--- src/rtl/exe_mem_req.sv ---
// exe_mem_req: EX-stage data SRAM request issue.
// Issues one request per memory instruction in EX, with a three-state FSM:
// IDLE (no request pending), REQ (request raised, waiting for addr_ok) and
// ACC (request accepted, waiting for the instruction to leave EX).
// It counts accepted requests whose instruction was flushed, and filters
// their data_ok responses out of ms_data_ok.
// Optional feature macro: DATA_REQ_ALE_EN (misaligned-address exception).
module exe_mem_req (
   input  logic        clk,
   input  logic        resetn,
   input  logic        es_valid,
   input  logic        es_mem_re,
   input  logic        es_mem_we,
   input  logic [1:0]  es_mem_size,
   input  logic [31:0] es_addr,
   input  logic [31:0] es_st_data,
   input  logic        es_ex_in,
   input  logic        ms_allowin,
   input  logic        wb_ex,
   output logic        data_sram_req,
   output logic        data_sram_wr,
   output logic [1:0]  data_sram_size,
   output logic [3:0]  data_sram_wstrb,
   output logic [31:0] data_sram_addr,
   output logic [31:0] data_sram_wdata,
   input  logic        data_sram_addr_ok,
   input  logic        data_sram_data_ok,
   output logic        es_mem_ready_go,
   output logic        es_wait_data_ok,
   output logic        es_ale,
   output logic        ms_data_ok
);

   typedef enum logic [1:0] {S_IDLE = 2'd0, S_REQ = 2'd1, S_ACC = 2'd2} state_t;

   state_t      state;
   logic [1:0]  discard_cnt;
   logic        req_flushed;

   logic        memop, issue_ok, hs, stale, own_hs, leave;
   logic        discard_inc, discard_dec;

   logic        cur_wr;
   logic [1:0]  cur_size;
   logic [3:0]  cur_wstrb;
   logic [31:0] cur_addr, cur_wdata;

   logic        hold_wr_p1;
   logic [1:0]  hold_size_p1;
   logic [3:0]  hold_wstrb_p1;
   logic [31:0] hold_addr_p1, hold_wdata_p1;

   function automatic logic [3:0] size_wstrb(input logic [1:0] size, input logic [1:0] lo);
      case (size)
         2'b00:   size_wstrb = 4'b0001 << lo;
         2'b01:   size_wstrb = lo[1] ? 4'b1100 : 4'b0011;
         default: size_wstrb = 4'b1111;
      endcase
   endfunction

   function automatic logic [31:0] size_wdata(input logic [1:0] size, input logic [31:0] d);
      case (size)
         2'b00:   size_wdata = {4{d[7:0]}};
         2'b01:   size_wdata = {2{d[15:0]}};
         default: size_wdata = d;
      endcase
   endfunction

   assign memop = es_valid & (es_mem_re | es_mem_we);

`ifdef DATA_REQ_ALE_EN
   assign es_ale = memop & (((es_mem_size == 2'b01) & es_addr[0]) |
                            ((es_mem_size == 2'b10) & (|es_addr[1:0])));
`else
   assign es_ale = 1'b0;
`endif

   assign issue_ok = memop & ~es_ex_in & ~es_ale & ~wb_ex & ms_allowin & (discard_cnt != 2'd3);

   // Request fields: live from EX while idle, frozen copy while waiting for addr_ok
   always_comb begin
      cur_wr    = es_mem_we;
      cur_size  = es_mem_size;
      cur_addr  = es_addr;
      cur_wstrb = es_mem_we ? size_wstrb(es_mem_size, es_addr[1:0]) : 4'b0000;
      cur_wdata = size_wdata(es_mem_size, es_st_data);
      if (state == S_REQ) begin
         cur_wr    = hold_wr_p1;
         cur_size  = hold_size_p1;
         cur_addr  = hold_addr_p1;
         cur_wstrb = hold_wstrb_p1;
         cur_wdata = hold_wdata_p1;
      end
   end

   assign data_sram_req   = resetn & ((state == S_REQ) | ((state == S_IDLE) & issue_ok));
   assign data_sram_wr    = cur_wr;
   assign data_sram_size  = cur_size;
   assign data_sram_addr  = cur_addr;
   assign data_sram_wstrb = cur_wstrb;
   assign data_sram_wdata = cur_wdata;

   // A handshake in REQ after a flush belongs to the dead instruction, not to whatever is now in EX
   assign hs     = data_sram_req & data_sram_addr_ok;
   assign stale  = (state == S_REQ) & (req_flushed | wb_ex);
   assign own_hs = hs & ~stale;

   assign es_mem_ready_go = ~memop | es_ex_in | es_ale | own_hs | (state == S_ACC);
   assign es_wait_data_ok = (state == S_ACC) | own_hs;
   assign leave           = es_valid & es_mem_ready_go & ms_allowin;

   assign discard_inc = ((state == S_ACC) & wb_ex) | ((state == S_REQ) & data_sram_addr_ok & (req_flushed | wb_ex));
   assign discard_dec = data_sram_data_ok & (discard_cnt != 2'd0);
   assign ms_data_ok  = resetn & data_sram_data_ok & (discard_cnt == 2'd0);

   // Request FSM, flush tracking and discarded-response counter
   always_ff @(posedge clk or negedge resetn) begin
      if (!resetn) begin
         state       <= S_IDLE;
         req_flushed <= 1'b0;
         discard_cnt <= 2'd0;
      end else begin
         case (state)
            S_IDLE: begin
               req_flushed <= 1'b0;
               if (issue_ok) begin
                  if (data_sram_addr_ok) state <= leave ? S_IDLE : S_ACC;
                  else                   state <= S_REQ;
               end
            end
            S_REQ: begin
               if (wb_ex) req_flushed <= 1'b1;
               if (data_sram_addr_ok) begin
                  if (leave | req_flushed | wb_ex) state <= S_IDLE;
                  else                             state <= S_ACC;
               end
            end
            S_ACC: begin
               if (wb_ex | leave) state <= S_IDLE;
            end
            default: state <= S_IDLE;
         endcase
         if (discard_inc & ~discard_dec & (discard_cnt != 2'd3))
            discard_cnt <= discard_cnt + 2'd1;
         else if (discard_dec & ~discard_inc)
            discard_cnt <= discard_cnt - 2'd1;
      end
   end

   // Freeze the request fields at issue so they stay stable until addr_ok
   always_ff @(posedge clk) begin
      if ((state == S_IDLE) & issue_ok) begin
         hold_wr_p1    <= cur_wr;
         hold_size_p1  <= cur_size;
         hold_addr_p1  <= cur_addr;
         hold_wstrb_p1 <= cur_wstrb;
         hold_wdata_p1 <= cur_wdata;
      end
   end

endmodule
--- config.mk ---
export PLATFORM = sky130hd
export DESIGN_NAME = exe_mem_req
export DESIGN_NICKNAME = d
export VERILOG_FILES = /design/src/rtl/exe_mem_req.sv
export SDC_FILE = /design/constraint.sdc
export NUM_CORES = 1
export LEC_CHECK = 0
export BUFFER_PORTS_ARGS = -buffer_cell sky130_fd_sc_hd__clkbuf_2
export CORE_ASPECT_RATIO = 1.25
export CORE_MARGIN = 3
export CORE_UTILIZATION = 44
export CTS_BUF_LIST = sky130_fd_sc_hd__clkbuf_4 sky130_fd_sc_hd__clkbuf_8 sky130_fd_sc_hd__clkbuf_16
export DETAILED_ROUTE_END_ITERATION = 6
export GPL_TIMING_DRIVEN = 0
export PLACE_DENSITY = 0.77
export SETUP_SLACK_MARGIN = 0.05
export SLEW_MARGIN = 5
export SYNTH_ARGS = -nofsm -noshare
export SYNTH_HDL_FRONTEND = slang
export SYNTH_SLANG_ARGS = --single-unit
--- constraint.sdc ---
create_clock -name clk -period 3 [get_ports clk]
set_clock_uncertainty 0.2 [all_clocks]
set_input_delay 0 -clock clk [delete_from_list [all_inputs] [get_ports clk]]
set_output_delay 0 -clock clk [all_outputs]
set_load 0.005 [all_outputs]
Word level (Yosys, flattened, before mapping)

Cells that the tools add are included.

Add/subtract/negate cells: 2
$mul: 0
Divide/modulo/power cells: 0
$lt $le $gt $ge: 0
Equality and inequality tests: 8
Shift operators: 1
Muxes and demuxes: 20
Bitwise operators: 38
Reduce and logical (&&, ||, !) cells: 8

Operator list:

| cell                | count |
|---|---|
| $mux 32             | 2 |
| $pmux 32 s2         | 1 |
| $and 1x1->1         | 21 |
| $mux 2              | 9 |
| $mux 4              | 3 |
| $or 1x1->1          | 11 |
| $ne 2x2->1 const B  | 4 |
| $pmux 4 s2          | 1 |
| $logic_not 2->1     | 3 |
| $not 1->1           | 6 |
| $pmux 2 s3          | 1 |
| $reduce_bool 2->1   | 3 |
| $eq 2x1->1 const B  | 2 |
| $shl 1x2->4 const A | 1 |
| $reduce_and 3->1    | 1 |
| $add 2x1->2 const B | 1 |
| $eq 2x2->1 const B  | 1 |
| $mux 1              | 2 |
| $ne 2x1->1 const B  | 1 |
| $pmux 1 s2          | 1 |
| $reduce_and 2->1    | 1 |
| $sub 2x1->2 const B | 1 |

Bits in registers: 76
Latch bits: 0
RAM bits: 0
ROM bits: 0
Input port bits: 76
Output and inout bits: 76
Word-level logic and storage cells: 85
Memories kept: 0

Longest topological paths before layout

Depth after elaboration: 20
Mapped depth: 5
Gate-level depth less buffers: 4

Least setup slack after synthesis

Ideal clock, no wire load.

Path type: reg-to-reg
Start point: register discard_cnt[0]
End point: register hold_addr_p1[0] (enable)
Setup time: 0.437 ns
Arrival: 2.558 ns
Data required time: 2.363 ns
Setup slack: -0.195 ns
Cell stages (with the launch flop): 4
Buffers on the path: 0
Clock period less this slack: 3.195 ns
Cell sequence: dfrtp_1 a21bo_1 nor4_2 and2_1

Longest elaborated chain between the ends: 3

Ends and longest elaborated chain:

| element                  | RTL line | RTL |
|---|---|---|
| start: declaration       | 37       | `logic [1:0] discard_cnt;` |
| start signal: assignment | 144      | `discard_cnt <= discard_cnt + 2'd1;` |
| start signal: assignment | 146      | `discard_cnt <= discard_cnt - 2'd1;` |
| $ne 2x2->1               | 78       | `assign issue_ok = memop & ~es_ex_in & ~es_ale & ~wb_ex & ms_allowin & (discard_cnt != 2'd3);` |
| $and 1x1->1              | 78       |  |
| $and 1x1->1              | 152      | `if ((state == S_IDLE) & issue_ok) begin` |
| end signal: assignment   | 155      | `hold_addr_p1 <= cur_addr;` |
| end: declaration         | 51       | `logic [31:0] hold_addr_p1, hold_wdata_p1;` |

Every way passes these cells.
A chain may end at the register's enable or synchronous reset.

Worst setup path in the final report

Start point: register state[1]
End point: register state[1]

Longest elaborated chain between the ends: 15
Elaborated cells between the ends (all ways): 27
Classes of those cells: eq/ne (5); mux (6); bitwise (14); reduce/logical (2)

Ends and longest elaborated chain:

| element                   | RTL line | RTL |
|---|---|---|
| start: declaration        | 36       | `state_t state;` |
| start signal: assignment  | 127      | `if (data_sram_addr_ok) state <= leave ? S_IDLE : S_ACC;` |
| $logic_not 2->1           | 96, 123  |  |
| $and 1x1->1               | 96       | `assign data_sram_req = resetn & ((state == S_REQ) \| ((state == S_IDLE) & issue_ok));` |
| $or 1x1->1                | 96       |  |
| $and 1x1->1               | 96       |  |
| $and 1x1->1               | 104      | `assign hs = data_sram_req & data_sram_addr_ok;` |
| $and 1x1->1               | 106      | `assign own_hs = hs & ~stale;` |
| $or 1x1->1 (2 in series)  | 108      | `assign es_mem_ready_go = ~memop \| es_ex_in \| es_ale \| own_hs \| (state == S_ACC);` |
| $and 1x1->1 (2 in series) | 110      | `assign leave = es_valid & es_mem_ready_go & ms_allowin;` |
| $or 1x1->1 (2 in series)  | 134      | `if (leave \| req_flushed \| wb_ex) state <= S_IDLE;` |
| $mux 2                    | 134      |  |
| $mux 2                    | 133      | `if (data_sram_addr_ok) begin` |
| $pmux 2 s3                | 123      | `case (state)` |

Several ways; a longest one is shown, not always the timed one. The select of a mux whose other input is x is not followed.

==> results_dict.tcl <==
set metrics [dict create \
    status "finished clean" \
    crit_end "state[1]$_DFFE_PN0P_" \
    synthFlopType "edfxtp_1" \
    crit_type "reg2reg" \
    row_count 37 \
    powerDensity_nw_per_um2 428 \
    period_minus_slack_ns 2.23 \
    tightestPinTransition_ns 0.536 \
    antenna_cells 0 \
    slew_headroom 0.643 \
    ctsResizeCount 0 \
    cts_buffer_depth 2 \
    hold_viol 0 \
    synth_common_cells "edfxtp_1 (71), mux2_4 (42), nand2_1 (31), o21ai_0 (31), mux2i_1 (25)" \
    cts_tree "built" \
    wl_per_cell_um 17.0 \
    finalCritPeriodShare 0.744 \
    slowest_stage "dlygate4sd3_1" \
    p_clk_frac 0.339 \
    max_cap_violations 0 \
    globalplace.congestion 0.811 \
    leakagePower_nw 2.50 \
    p_int_mw 1.90 \
    die_area_um2 10100 \
    finalMaxSlewViolations 0 \
    rsz0062_at_grt "false" \
    wirelength_um 10900 \
    vias 3260 \
    grt_pass1_wl_um 18000 \
    hold_ws_ns 0.0909 \
    cts_buffers 9 \
    r2r-end "state[1]$_DFFE_PN0P_" \
    async_reset_ff_frac 0.0658 \
    crit_required_ns 3.03 \
    yosys.area.top_type "edfxtp_1" \
    die_h_um 111 \
    power_mw 2.48 \
    synth_edf_count 71 \
    placedCellCount 551 \
    p_sw_mw 0.584 \
    grtUsageTotal 0.224 \
    dp_hpwl_um 6930 \
    tns_ns 0 \
    postRouteAntennaNets 0 \
    grt_pass1_vias 3466 \
    yosysWarnings 0 \
    synth.most_common_cell "edfxtp_1" \
    area_growth_pct 48.5 \
    startpoint "state[1]$_DFFE_PN0P_" \
    drcViolationCount 0 \
    critPathLaunchType "flop" \
    cp.arrival_ns 2.26 \
    ys_seq_area_frac 0.578 \
    rrSetupSlack_ns 0.77 \
    io_pins 152 \
    grt.overflow.total 0 \
    antenna_found_initial 0 \
    avgSynthCellArea_um2 13.8 \
    dieWidth_um 90.3 \
    pwr-share-comb 0.179 \
    synth_cells 283 \
    swShare 0.235 \
    port_buffers 150 \
    r2r-start "state[1]$_DFFE_PN0P_" \
    path_clk_slew_ns 0.08 \
    yosys-top-cells-area "edfxtp_1 (55%), mux2_4 (16%), mux2i_1 (6.4%)" \
    max_freq_mhz 448 \
    setup_viol 0 \
    min_path_type "in2reg" \
    worstPathMaxFanout 7 \
    end_kind "flop" \
    synth_top_area_share 0.546 \
    dr.first_iter.drc_count 181 \
    slowest_delay_ns 0.57 \
    pwr-share-seq 0.481 \
    grt_max_degree 60 \
    crit_chain "nor4b_2 -> a211oi_2 -> a21oi_1 -> o211ai_1 -> dlygate4sd3_1" \
    clkLatencyLatePin_ns 0.34 \
    ir_drop_mv 0.319 \
    drt-pass1-iter-count 4 \
    cts_num_sinks 76 \
    ys_types 34 \
    nets 596 \
    via_per_inst 5.08 \
    start_util 0.464 \
    synth_nets 359 \
    postLayoutCoreUtil 0.688 \
    hp-start "es_mem_size[1]" \
    synth_seq_cells 76 \
    reg2regPathDepth 5 \
    cts_max_level 3 \
    synthesis.area_um2 3910 \
    cts.root.buffer_cell "clkbuf_8" \
    core_um2 8430 \
    layout-drive-gt1-share 0.438 \
    final_cells 642 \
]
worst min path at each step:
| stage | cells past startpoint | slack [ns] | to |
|---|---|---|---|
| CTS | 3 | 0.08 | hold_size_p1[0]$_DFFE_PP_ |
| detailed placement | 1 | -0.35 | state[0]$_DFFE_PN0P_ |
| floorplan | 0 | -0.50 | discard_cnt[0]$_DFFE_PN0P_ |
| global route | 3 | 0.1 | hold_size_p1[0]$_DFFE_PP_ |
| global placement | 1 | -0.35 | state[0]$_DFFE_PN0P_ |
| finish | 4 | 0.09 | hold_wdata_p1[9]$_DFFE_PP_ |
metrics by stage:
| stage | setup slack, ns | instance area, um2 |
|---|---|---|
| 3_5_place_dp | 0.851 | 4830 |
| 3_3_place_gp | 0.129 | 4800 |
| 6_report | 0.768 | 5800 |
| 5_1_grt | 0.675 | 5800 |
| 2_1_floorplan | 0.570 | 3910 |
| 4_1_cts | 0.791 | 5800 |
area by class of cell:
| type | instances | area, um2 |
|---|---|---|
| inverters | 4 | 15.0 |
| flip-flops and latches | 76 | 2260 |
| repair buffers | 226 | 1530 |
| clock inverters | 7 | 91.3 |
| fillers | 618 | 2630 |
| multi-input cells | 187 | 1510 |
| well taps | 117 | 146 |
| plain buffers | 16 | 123 |
| clock buffers | 9 | 124 |
power by group through the flow:
stage	clock, mW	sequential (mW)	combinational (mW)
after global placement	0	1.22	0.352
final	0.843	1.20	0.445
after detailed placement	0	1.22	0.360
after global routing	0.916	1.20	0.484
after CTS	0.868	1.19	0.438
after floorplan	0	1.22	0.187
critical path, delay by kind of cell (launching register included):
| kind | cells | cell delay, ns |
|---|---|---|
| flip-flops | 1 | 0.48 |
| AND/OR/NAND/NOR | 1 | 0.46 |
| buffers and inverters | 1 | 0.57 |
| AO/OA/AOI/OAI | 3 | 0.41 |
kinds of logic after synthesis:
| kind of cell | share of synthesized area |
|---|---|
| AOI/OAI and AO/OA | 0.0846 |
| buffers and inverters | 0.0352 |
| DFF | 0.578 |
| muxes | 0.225 |
| other | 0.000960 |
| and+or+nand+nor | 0.0759 |
metal layers:
layer  up-vias  GRT usage  part of all wire
li1       1528          -                 -
met1      1561      0.265              0.39
met2       152      0.402              0.53
met3        19     0.0392             0.062
met4         0     0.0919             0.020
met5         -          0                 0
flip-flops by register name, indices dropped and copies added (netlist names):
signal         cells
hold_addr_p1      32
hold_wstrb_p1      4
discard_cnt        2
hold_wdata_p1     32
req_flushed        1
state              2
hold_size_p1       2
hold_wr_p1         1
placed cells by master, fill, tap and decap left out, drive strengths merged:
| cell type | count |
|---|---|
| buf | 15 |
| a21oi | 14 |
| nand3 | 2 |
| mux2 | 42 |
| o211ai | 1 |
| a211oi | 3 |
| and2 | 2 |
| edfxtp | 71 |
| nor2 | 16 |
| clkinv | 4 |
| bufinv | 2 |
| and3b | 1 |
| nor2b | 2 |
| clkbuf | 161 |
| a21bo | 1 |
| o31ai | 2 |
| nand2b | 1 |
| nor4b | 1 |
| o31a | 1 |
| nand2 | 31 |
| clkinvlp | 1 |
| dfrtp | 5 |
| nor4 | 1 |
| mux2i | 25 |
| nor3b | 1 |
| nor3 | 4 |
| o21ai | 31 |
| dlygate4sd3 | 75 |
| inv | 4 |
| a21o | 3 |
| conb | 1 |
| o211a | 1 |
repair_timing:
item / 4_1_cts / 5_1_grt
hold buffers: 75 / 0
endpoints found under the hold margin: 79 / 0
setup buffers: 0 / 0
Power figures use the tool's default switching activity.
